===== src/rtl/jtopl_lfo_pkg.sv =====
// Shared constants and types for the LFO decode slice.
//  - LFO count width, default widths for AM attenuation and F-number
//  - AM depth shifts (deep: tri>>1, shallow: tri>>3)
//  - PM position table: magnitude class and sign for each of the 8 LFO positions
//  - stage-1 pipeline record
package jtopl_lfo_pkg;

  localparam int LFOW     = 7;
  localparam int AMW_DEF  = 6;
  localparam int FNW_DEF  = 10;

  localparam int AM_SHIFT_DEEP    = 1;  // 0..31
  localparam int AM_SHIFT_SHALLOW = 3;  // 0..7

  // Vibrato magnitude relative to delta, per LFO position
  typedef enum logic [1:0] {
    PM_NONE = 2'd0,
    PM_HALF = 2'd1,
    PM_FULL = 2'd2
  } pm_mag_e;

  // Positions 0..7: 0, +1/2, +1, +1/2, 0, -1/2, -1, -1/2
  function automatic pm_mag_e pm_mag(input logic [2:0] pos);
    case (pos[1:0])
      2'd0:    pm_mag = PM_NONE;
      2'd2:    pm_mag = PM_FULL;
      default: pm_mag = PM_HALF;
    endcase
  endfunction

  // Second half of the LFO cycle pulls the F-number down
  function automatic logic pm_neg(input logic [2:0] pos);
    pm_neg = pos[2];
  endfunction

  typedef struct packed {
    logic [5:0] tri_v;   // triangle level 0..63
    logic [2:0] pos;     // LFO position for PM table
    logic [2:0] delta;   // vibrato step derived from F-number MSBs
    logic       dam;
    logic       am_en;
    logic       vib_en;
  } s1_t;

endpackage


===== src/rtl/jtopl_lfo_pm.sv =====
// Vibrato offset lookup (combinational).
//  pos    in  3  LFO position (lfo value bits 6:4)
//  delta  in  3  vibrato step from F-number MSBs
//  vib_en in  1  slot vibrato enable
//  ofs    out 4  signed offset, -7..+7
module jtopl_lfo_pm
  import jtopl_lfo_pkg::*;
(
  input  logic [2:0]        pos,
  input  logic [2:0]        delta,
  input  logic              vib_en,
  output logic signed [3:0] ofs
);

  logic [3:0] mag;

  always_comb begin
    mag = 4'd0;
    case (pm_mag(pos))
      PM_HALF: mag = {2'b00, delta[2:1]};
      PM_FULL: mag = {1'b0, delta};
      default: mag = 4'd0;
    endcase
  end

  always_comb begin
    ofs = 4'sd0;
    if (vib_en) ofs = pm_neg(pos) ? -$signed(mag) : $signed(mag);
  end

endmodule


===== src/rtl/jtopl_lfo_dec.sv =====
// LFO decoder: turns the free-running lfo_mod count into per-slot tremolo
// attenuation and vibrato-modulated F-number. Two registered stages, both
// advanced by cenop only.
//  clk, rst (sync, active-high), cenop (operator enable)
//  zero      first slot of frame; lfo_mod is snapshotted here
//  lfo_mod   7-bit LFO count
//  dam, dvb  AM / PM depth select
//  am_en, vib_en, fnum   per-slot inputs
//  am_att    tremolo attenuation (2 cenop later)
//  fnum_vib  F-number with vibrato applied, saturated (2 cenop later)
//  pm_ofs    signed vibrato offset that was applied
// Optional: define JTOPL_LFO_TEST_EN to add input lfo_tst, which forces the
// decoded LFO value to 0 and clears the snapshot.
module jtopl_lfo_dec
  import jtopl_lfo_pkg::*;
#(
  parameter int AMW = AMW_DEF,
  parameter int FNW = FNW_DEF
) (
  input  logic                     clk,
  input  logic                     rst,
  input  logic                     cenop,
  input  logic                     zero,
  input  logic [LFOW-1:0]          lfo_mod,
  input  logic                     dam,
  input  logic                     dvb,
  input  logic                     am_en,
  input  logic                     vib_en,
  input  logic [FNW-1:0]           fnum,
`ifdef JTOPL_LFO_TEST_EN
  input  logic                     lfo_tst,
`endif
  output logic [AMW-1:0]           am_att,
  output logic [FNW-1:0]           fnum_vib,
  output logic signed [3:0]        pm_ofs
);

  logic [LFOW-1:0] snap, v;
  s1_t             s1, s1_nxt;
  logic [FNW-1:0]  fnum1;

  // The zero slot bypasses the snapshot so the whole frame decodes one value
  always_comb begin
    v = zero ? lfo_mod : snap;
`ifdef JTOPL_LFO_TEST_EN
    if (lfo_tst) v = '0;
`endif
  end

  always_ff @(posedge clk) begin
    if (rst) snap <= '0;
    else if (cenop) begin
`ifdef JTOPL_LFO_TEST_EN
      if (lfo_tst)   snap <= '0;
      else if (zero) snap <= lfo_mod;
`else
      if (zero) snap <= lfo_mod;
`endif
    end
  end

  // Stage 1: triangle fold, position and vibrato step
  always_comb begin
    s1_nxt.tri_v  = v[6] ? ~v[5:0] : v[5:0];
    s1_nxt.pos    = v[6:4];
    s1_nxt.delta  = dvb ? fnum[FNW-1 -: 3] : {1'b0, fnum[FNW-1 -: 2]};
    s1_nxt.dam    = dam;
    s1_nxt.am_en  = am_en;
    s1_nxt.vib_en = vib_en;
  end

  always_ff @(posedge clk) begin
    if (rst) begin
      s1    <= '0;
      fnum1 <= '0;
    end else if (cenop) begin
      s1    <= s1_nxt;
      fnum1 <= fnum;
    end
  end

  // Stage 2: AM depth, PM offset and saturating add
  logic [5:0]          am_d;
  logic signed [3:0]   ofs;
  logic signed [FNW+1:0] sum;
  logic [FNW-1:0]      fv_sat;

  always_comb begin
    am_d = s1.dam ? 6'(s1.tri_v >> AM_SHIFT_DEEP) : 6'(s1.tri_v >> AM_SHIFT_SHALLOW);
    if (!s1.am_en) am_d = '0;
  end

  jtopl_lfo_pm u_pm (
    .pos    (s1.pos),
    .delta  (s1.delta),
    .vib_en (s1.vib_en),
    .ofs    (ofs)
  );

  // Two guard bits: MSB flags underflow, next bit flags overflow
  always_comb begin
    sum = $signed({2'b00, fnum1}) + $signed({{(FNW-2){ofs[3]}}, ofs});
    if (sum[FNW+1])  fv_sat = '0;
    else if (sum[FNW]) fv_sat = '1;
    else             fv_sat = sum[FNW-1:0];
  end

  always_ff @(posedge clk) begin
    if (rst) begin
      am_att   <= '0;
      fnum_vib <= '0;
      pm_ofs   <= '0;
    end else if (cenop) begin
      am_att   <= AMW'(am_d);
      fnum_vib <= fv_sat;
      pm_ofs   <= ofs;
    end
  end

endmodule


===== config.mk =====
export PLATFORM = sky130hd
export DESIGN_NAME = jtopl_lfo_dec
export DESIGN_NICKNAME = d
export VERILOG_FILES = /design/src/rtl/jtopl_lfo_pkg.sv /design/src/rtl/jtopl_lfo_pm.sv /design/src/rtl/jtopl_lfo_dec.sv
export SDC_FILE = /design/constraint.sdc
export NUM_CORES = 1
export LEC_CHECK = 0
export ABC_AREA = 1
export BUFFER_PORTS_ARGS = -buffer_cell sky130_fd_sc_hd__buf_2
export CORE_MARGIN = 2
export CORE_UTILIZATION = 51
export DETAILED_ROUTE_END_ITERATION = 10
export PLACE_DENSITY = 0.83
export REMOVE_ABC_BUFFERS = 1
export SYNTH_ARGS = -nofsm -noshare
export SYNTH_HDL_FRONTEND = slang
export SYNTH_SLANG_ARGS = --single-unit

===== constraint.sdc =====
create_clock -name clk -period 2.2 [get_ports clk]
set_input_delay 0.44 -clock clk [delete_from_list [all_inputs] [get_ports clk]]
set_output_delay 0.44 -clock clk [all_outputs]
set_load 0.02 [all_outputs]

Word level (Yosys, flattened, before mapping):

Cells that the tools add are included.

* bits in latches: 0
* memory bits (writable): 0
* bits in read-only memories: 0
* register bits: 52
* output and inout bits: 20
* memories kept: 0
* logic and storage cells: 29

* divide/modulo/power cells: 0
* bitwise logic cells: 1
* multipliers: 0
* shifts and indexed selects: 0
* reduce and logical (&&, ||, !) cells: 1
* magnitude comparators: 0
* equality and inequality tests: 3
* $add $sub $neg: 2
* mux-type cells: 11

Operators by type and width (count)
* 10-bit two-way mux: 2
* 11-bit by 4-bit adder with 12-bit output: 1
* 5-bit two-way mux: 2
* 4-bit two-way mux: 2
* 7-bit two-way mux: 1
* 6-bit two-way mux: 1
* 6-bit NOT: 1
* 3-bit one-hot mux with 2 select lines: 1
* 2-bit == test (second input constant): 2
* 3-bit negation with 4-bit output: 1
* 2-bit one-hot mux with 2 select lines: 1
* 3-bit two-way mux: 1
* 2-bit by 1-bit == test with 1-bit output (second input constant): 1
* 2-bit zero test: 1

Logic depth before layout (Yosys ltp):

* word-level depth: 10
* gate-level depth with buffers: 20

Cells and area by module:

A second synthesis with hierarchy kept.

* cells, all modules: 380
* area total of the unflattened synthesis: 2653.8 sq um

Modules (own cells, without submodules)
* jtopl_lfo_dec: cells an instance 353, instances 1, area each 2524.9 sq um
* jtopl_lfo_pm: cells an instance 27, instances 1, area each 128.9 sq um

Worst setup path after synthesis:

No wires, ideal clock.

* kind: register -> register
* start point: reg snap[5] (netlist name)
* end point: reg fnum_vib[0]
* arrival time: 2.247 ns
* setup slack: -0.176 ns
* period minus slack after synthesis: 2.376 ns
* cell stages (with the launch flop): 16
* buffers on the path: 0
* cells stage by stage: dfxtp_1 -> nand3_1 -> nand2_2 -> inv_1 -> ha_1 -> o21ai_0 -> or2_2 -> fa_1 -> inv_1 -> nand3_1 -> nand3_1 -> nand2_1 -> nand2_2 -> nand2_1 -> nand2_1 -> a21oi_1

RTL lines
* to (signal assigned): line jtopl_lfo_dec.sv:115 `fnum_vib <= fv_sat;`
* to (decl): line jtopl_lfo_dec.sv:34 `output logic [FNW-1:0] fnum_vib,`

==> impl_results.md <==
- Reg clk slew, reported paths: 0.09 ns
- Final hold slack: 0.353 ns
- Worst-Margin Slew: 0.566 ns
- Gr usage total: 24.1%
- Vias in the first global route: 2440
- Critical hold path startpoint: fnum[6]
- Power per cell area: ~500 nW/µm²
- Residual DRC: 0
- Final setup margin: -0.264 ns
- Complex-gate fraction of the synthesized area: 14.7%
- Tightest Hold Check Type: in -> reg
- Port buffer count: 42
- Post-synth EDFFs: 0
- Slew HR: 62.2%
- Cell family with most CP delay: simple AND/OR/NAND/NOR gates
- Outcome: finished with violations
- Worst path bufs/invs: 3
- Chip Height: 75.7 µm
- Synth Register Bits: 46
- Failing checks: setup timing
- Total vias in the final route: around 2800
- Post-Syn Area: 2630 µm²
- Post-synthesis mux area share: 0.763%
- Final TNS setup: -2.25 ns
- WHS Path Cells: 3
- FF-to-FF setup slack: -0.26 ns
- Total iterations of the first detailed-routing run: 5
- Pin count of the biggest net entering global routing: 29
- Critical Setup Path Class: reg -> reg
- Hold EP: fnum1[6]
- Fmax: 406 MHz
- Distinct cells, synth: 34
- Cell taking the most area after synthesis: dfxtp_1
- Post-DP HPWL: 4200 µm
- Final setup vio count: 10
- Critical path's largest stage delay: roughly 0.34 ns
- Worst Reg2Reg Path Length in Cells: 18
- Data arrival, critical path: 2.71 ns
- Seq/Total Area, Yosys: 35.1%
- Worst R2R Start: snap[4]
- Post-synthesis xor/xnor area fraction: ~3%
- Detailed Route Iter0 Violations: 167
- Mean Syn Cell Area: 6.84 µm²
- Clk_skew: slightly above 0.01 ns
- CP max-delay cell: dfxtp_2
- Critical path peak fanout: 5
- Post-Synth Adder-Cell Area: 6.48%
- Startpoint type of the worst setup path: flip-flop
- DR vias/cell: about 5.3
- CTS buffer count: 5
- Die width: approximately 76 µm
- Post-synth ARST share: 0%
- Area fraction of the dominant cell type after synthesis: 35.1%
- GPL Wtd Cong: 0.825
- Final Max Slew Viols: 0
- CP Cell Sequence: inv_2 > nand3_2 > nand2_2 > inv_2 > ha_4 > o21ai_2 > or2_4 > inv_4 > ha_4 > nand3_4 > nand3_4 > nand3_4 > nand3_4 > nand2_4 > nand2_4 > nor2_4 > nand2_1 > a21oi_1
- Antenna diodes: 0
- Simple-Gate Fraction of Synth Area: between 20 and 30%
- Total wire length: roughly 7500 µm
- Worst path most repeated cell: nand3_4
- Switch share: 28.7%
- Comb power frac: 18.7%
- H-Tree Depth: 2
- Layout cells sized above 1: 36.4%
- Synth area leaders: dfxtp_1, nand2_1, a21oi_1
- Initial antenna violation count: 0
- CTS root buf: clkbuf_8
- Clock sink count: 46
- Maximum VDD drop: between 0.3 and 0.4 mV
- Sequential power share: 50.8%
- Rows: 26
- Crit. End Element: flip-flop
- Routed length per instance: approximately 14 µm
- GRT overflow: 0
- Syn Inst Count: 384
- Clock power share: 30.5%
- Leak pwr: about 0.0017 µW
- RR Endpoint: fnum_vib[1]
- Worst Path Required: around 2.4 ns
- CTS max path bufs: 2
- Internal power: 1280 µW
- Max-cap viol count: 0
- Die ar.: 5740 µm²
- First-pass GRT wire length: about 10000 µm
- TritonCTS clock tree: yes
- Hold Fails Final Rpt: 0
- # nets final: about 500
- Fin crit share: 112%
- I/O pin total: 45
- Core area: 5040 µm²
- Initial Util: a little over half
- Routed Antenna Nets: 0
- Final min period: 2.46 ns
- Yosys warns: 0
- P&R area growth vs syn: 37.0%
- Worst-Skew Late Latency: around 0.31 ns
- Post-synth top flop: dfxtp_1
- Sw Pwr: 517 µW
- Largest family of logic cells by synthesized area: simple AND/OR/NAND/NOR gates
- Unrepaired setup endpoints after global routing: true
[tightest hold or removal path, stage by stage]
cell	delay, ns
buf_2	0.07
nor2_1	0.03
nor2_1	0.08
[synthesized netlist by cell type (3+ instances only)]
cell type  instances
nand3_2            5
clkbuf_1           6
or2_2              4
o21ai_0           30
nand2_1          101
nand3_1           16
buf_2              5
dfxtp_1           46
nand2_2            5
inv_1             43
xor2_1             4
a21oi_1           36
buf_6              3
nor2_1            39
o211ai_1           3
ha_1              12
xnor2_1            5
[power by group through the flow]
stage	Sequential, µW	Clock, µW	Combinational [µW]
floorplan	936	0	147
global route	921	592	371
CTS	911	557	302
global placement	924	0	273
finish	915	549	337
detailed placement	925	0	280
[per-layer routing]
layer,share of wire [%],global-route usage (%),vias to the layer above,wire (µm)
met1,41,28.1,1293,3090
met3,4.4,5.16,37,333
met2,50,42.2,105,3740
li1,-,-,1362,-
met5,0,0,-,0
met4,4.9,10.9,0,366
[cells in the final DEF (no fill, tap or decap), types with 2 or more instances in the layout]
master    netlist  final
nor2_1         39     33
o21ai_1         1      2
inv_2           2      6
dfxtp_2         0      3
dfxtp_1        46     43
a31oi_1         2      2
ha_1           12      2
o211ai_1        3      3
nand3_4         0      5
o21ai_0        30     28
or2_2           4      3
nand2_4         1      4
xnor2_2         0      2
a21oi_1        36     29
nand3_1        16     10
xnor2_1         5      3
nand2_2         5     16
buf_4           1     38
nand3_2         5      6
ha_4            0      9
clkbuf_8        0      6
inv_1          43     38
buf_6           3      3
nor2_4          0      5
a21oi_2         1      7
buf_2           5     42
nor2_2          2      4
mux2i_1         2      2
nand2_1       101     88
xor2_1          4      4
[metrics by stage]
stage / power, µW / setup slack (ns) / utilization (%) / cell area (µm²) / std cells
finish: 1800 / -0.264 / 71.3 / 3600 / 531
detailed placement: 1200 / -0.362 / 60.9 / 3070 / 513
global route: 1880 / -0.372 / 71.3 / 3600 / 531
floorplan: 1080 / -0.168 / - / 2530 / 368
CTS: 1770 / -0.194 / 66.9 / 3380 / 528
global placement: 1200 / -0.277 / 60.9 / 3070 / 513
[final cells by class]
| cell class | count | area [µm²] |
|---|---|---|
| well taps | 70 | 87.6 |
| repair buffers | 83 | 529 |
| fillers | 367 | 1450 |
| flip-flops and latches | 46 | 925 |
| clock inverters | 1 | 8.76 |
| clock buffers | 7 | 86.3 |
| multi-input cells | 278 | 1790 |
| inverters | 46 | 175 |
[repair_timing]
item	CTS	global route
gates resized for setup	28	51
pin swaps	18	36
hold buffers	0	0
setup buffers	5	3
endpoints found under the setup margin	10	10
cloned	2	1
[kinds of logic (layout without fill, tap and decap cells)]
family          count (synthesis)  count (layout)
buf+inv                        62             137
fa+ha+maj                      13              13
flops                          46              46
mux                             2               2
xor+xnor                        9               9
compound gates                 74              74
other cells                     1               1
simple gates                  177             179
[sequential cells by signal, summed over array words and instances (netlist names)]
| signal | cells |
|---|---|
| s1 | 11 |
| fnum1 | 10 |
| fnum_vib | 10 |
| snap | 6 |
| am_att | 5 |
| pm_ofs | 4 |
[how the worst max path moves through the flow]
stage / start / endpoint / slack (ns) / cells past startpoint
2_1_floorplan: snap[5] / fnum_vib[0] / -0.17 / 15
3_3_place_gp: snap[4] / fnum_vib[8] / -0.28 / 18
3_5_place_dp: snap[4] / fnum_vib[8] / -0.36 / 18
4_1_cts: snap[4] / fnum_vib[9] / -0.19 / 18
5_1_grt: snap[4] / fnum_vib[1] / -0.37 / 19
6_report: snap[4] / fnum_vib[1] / -0.26 / 18
(Power assumes the default switching activity.)
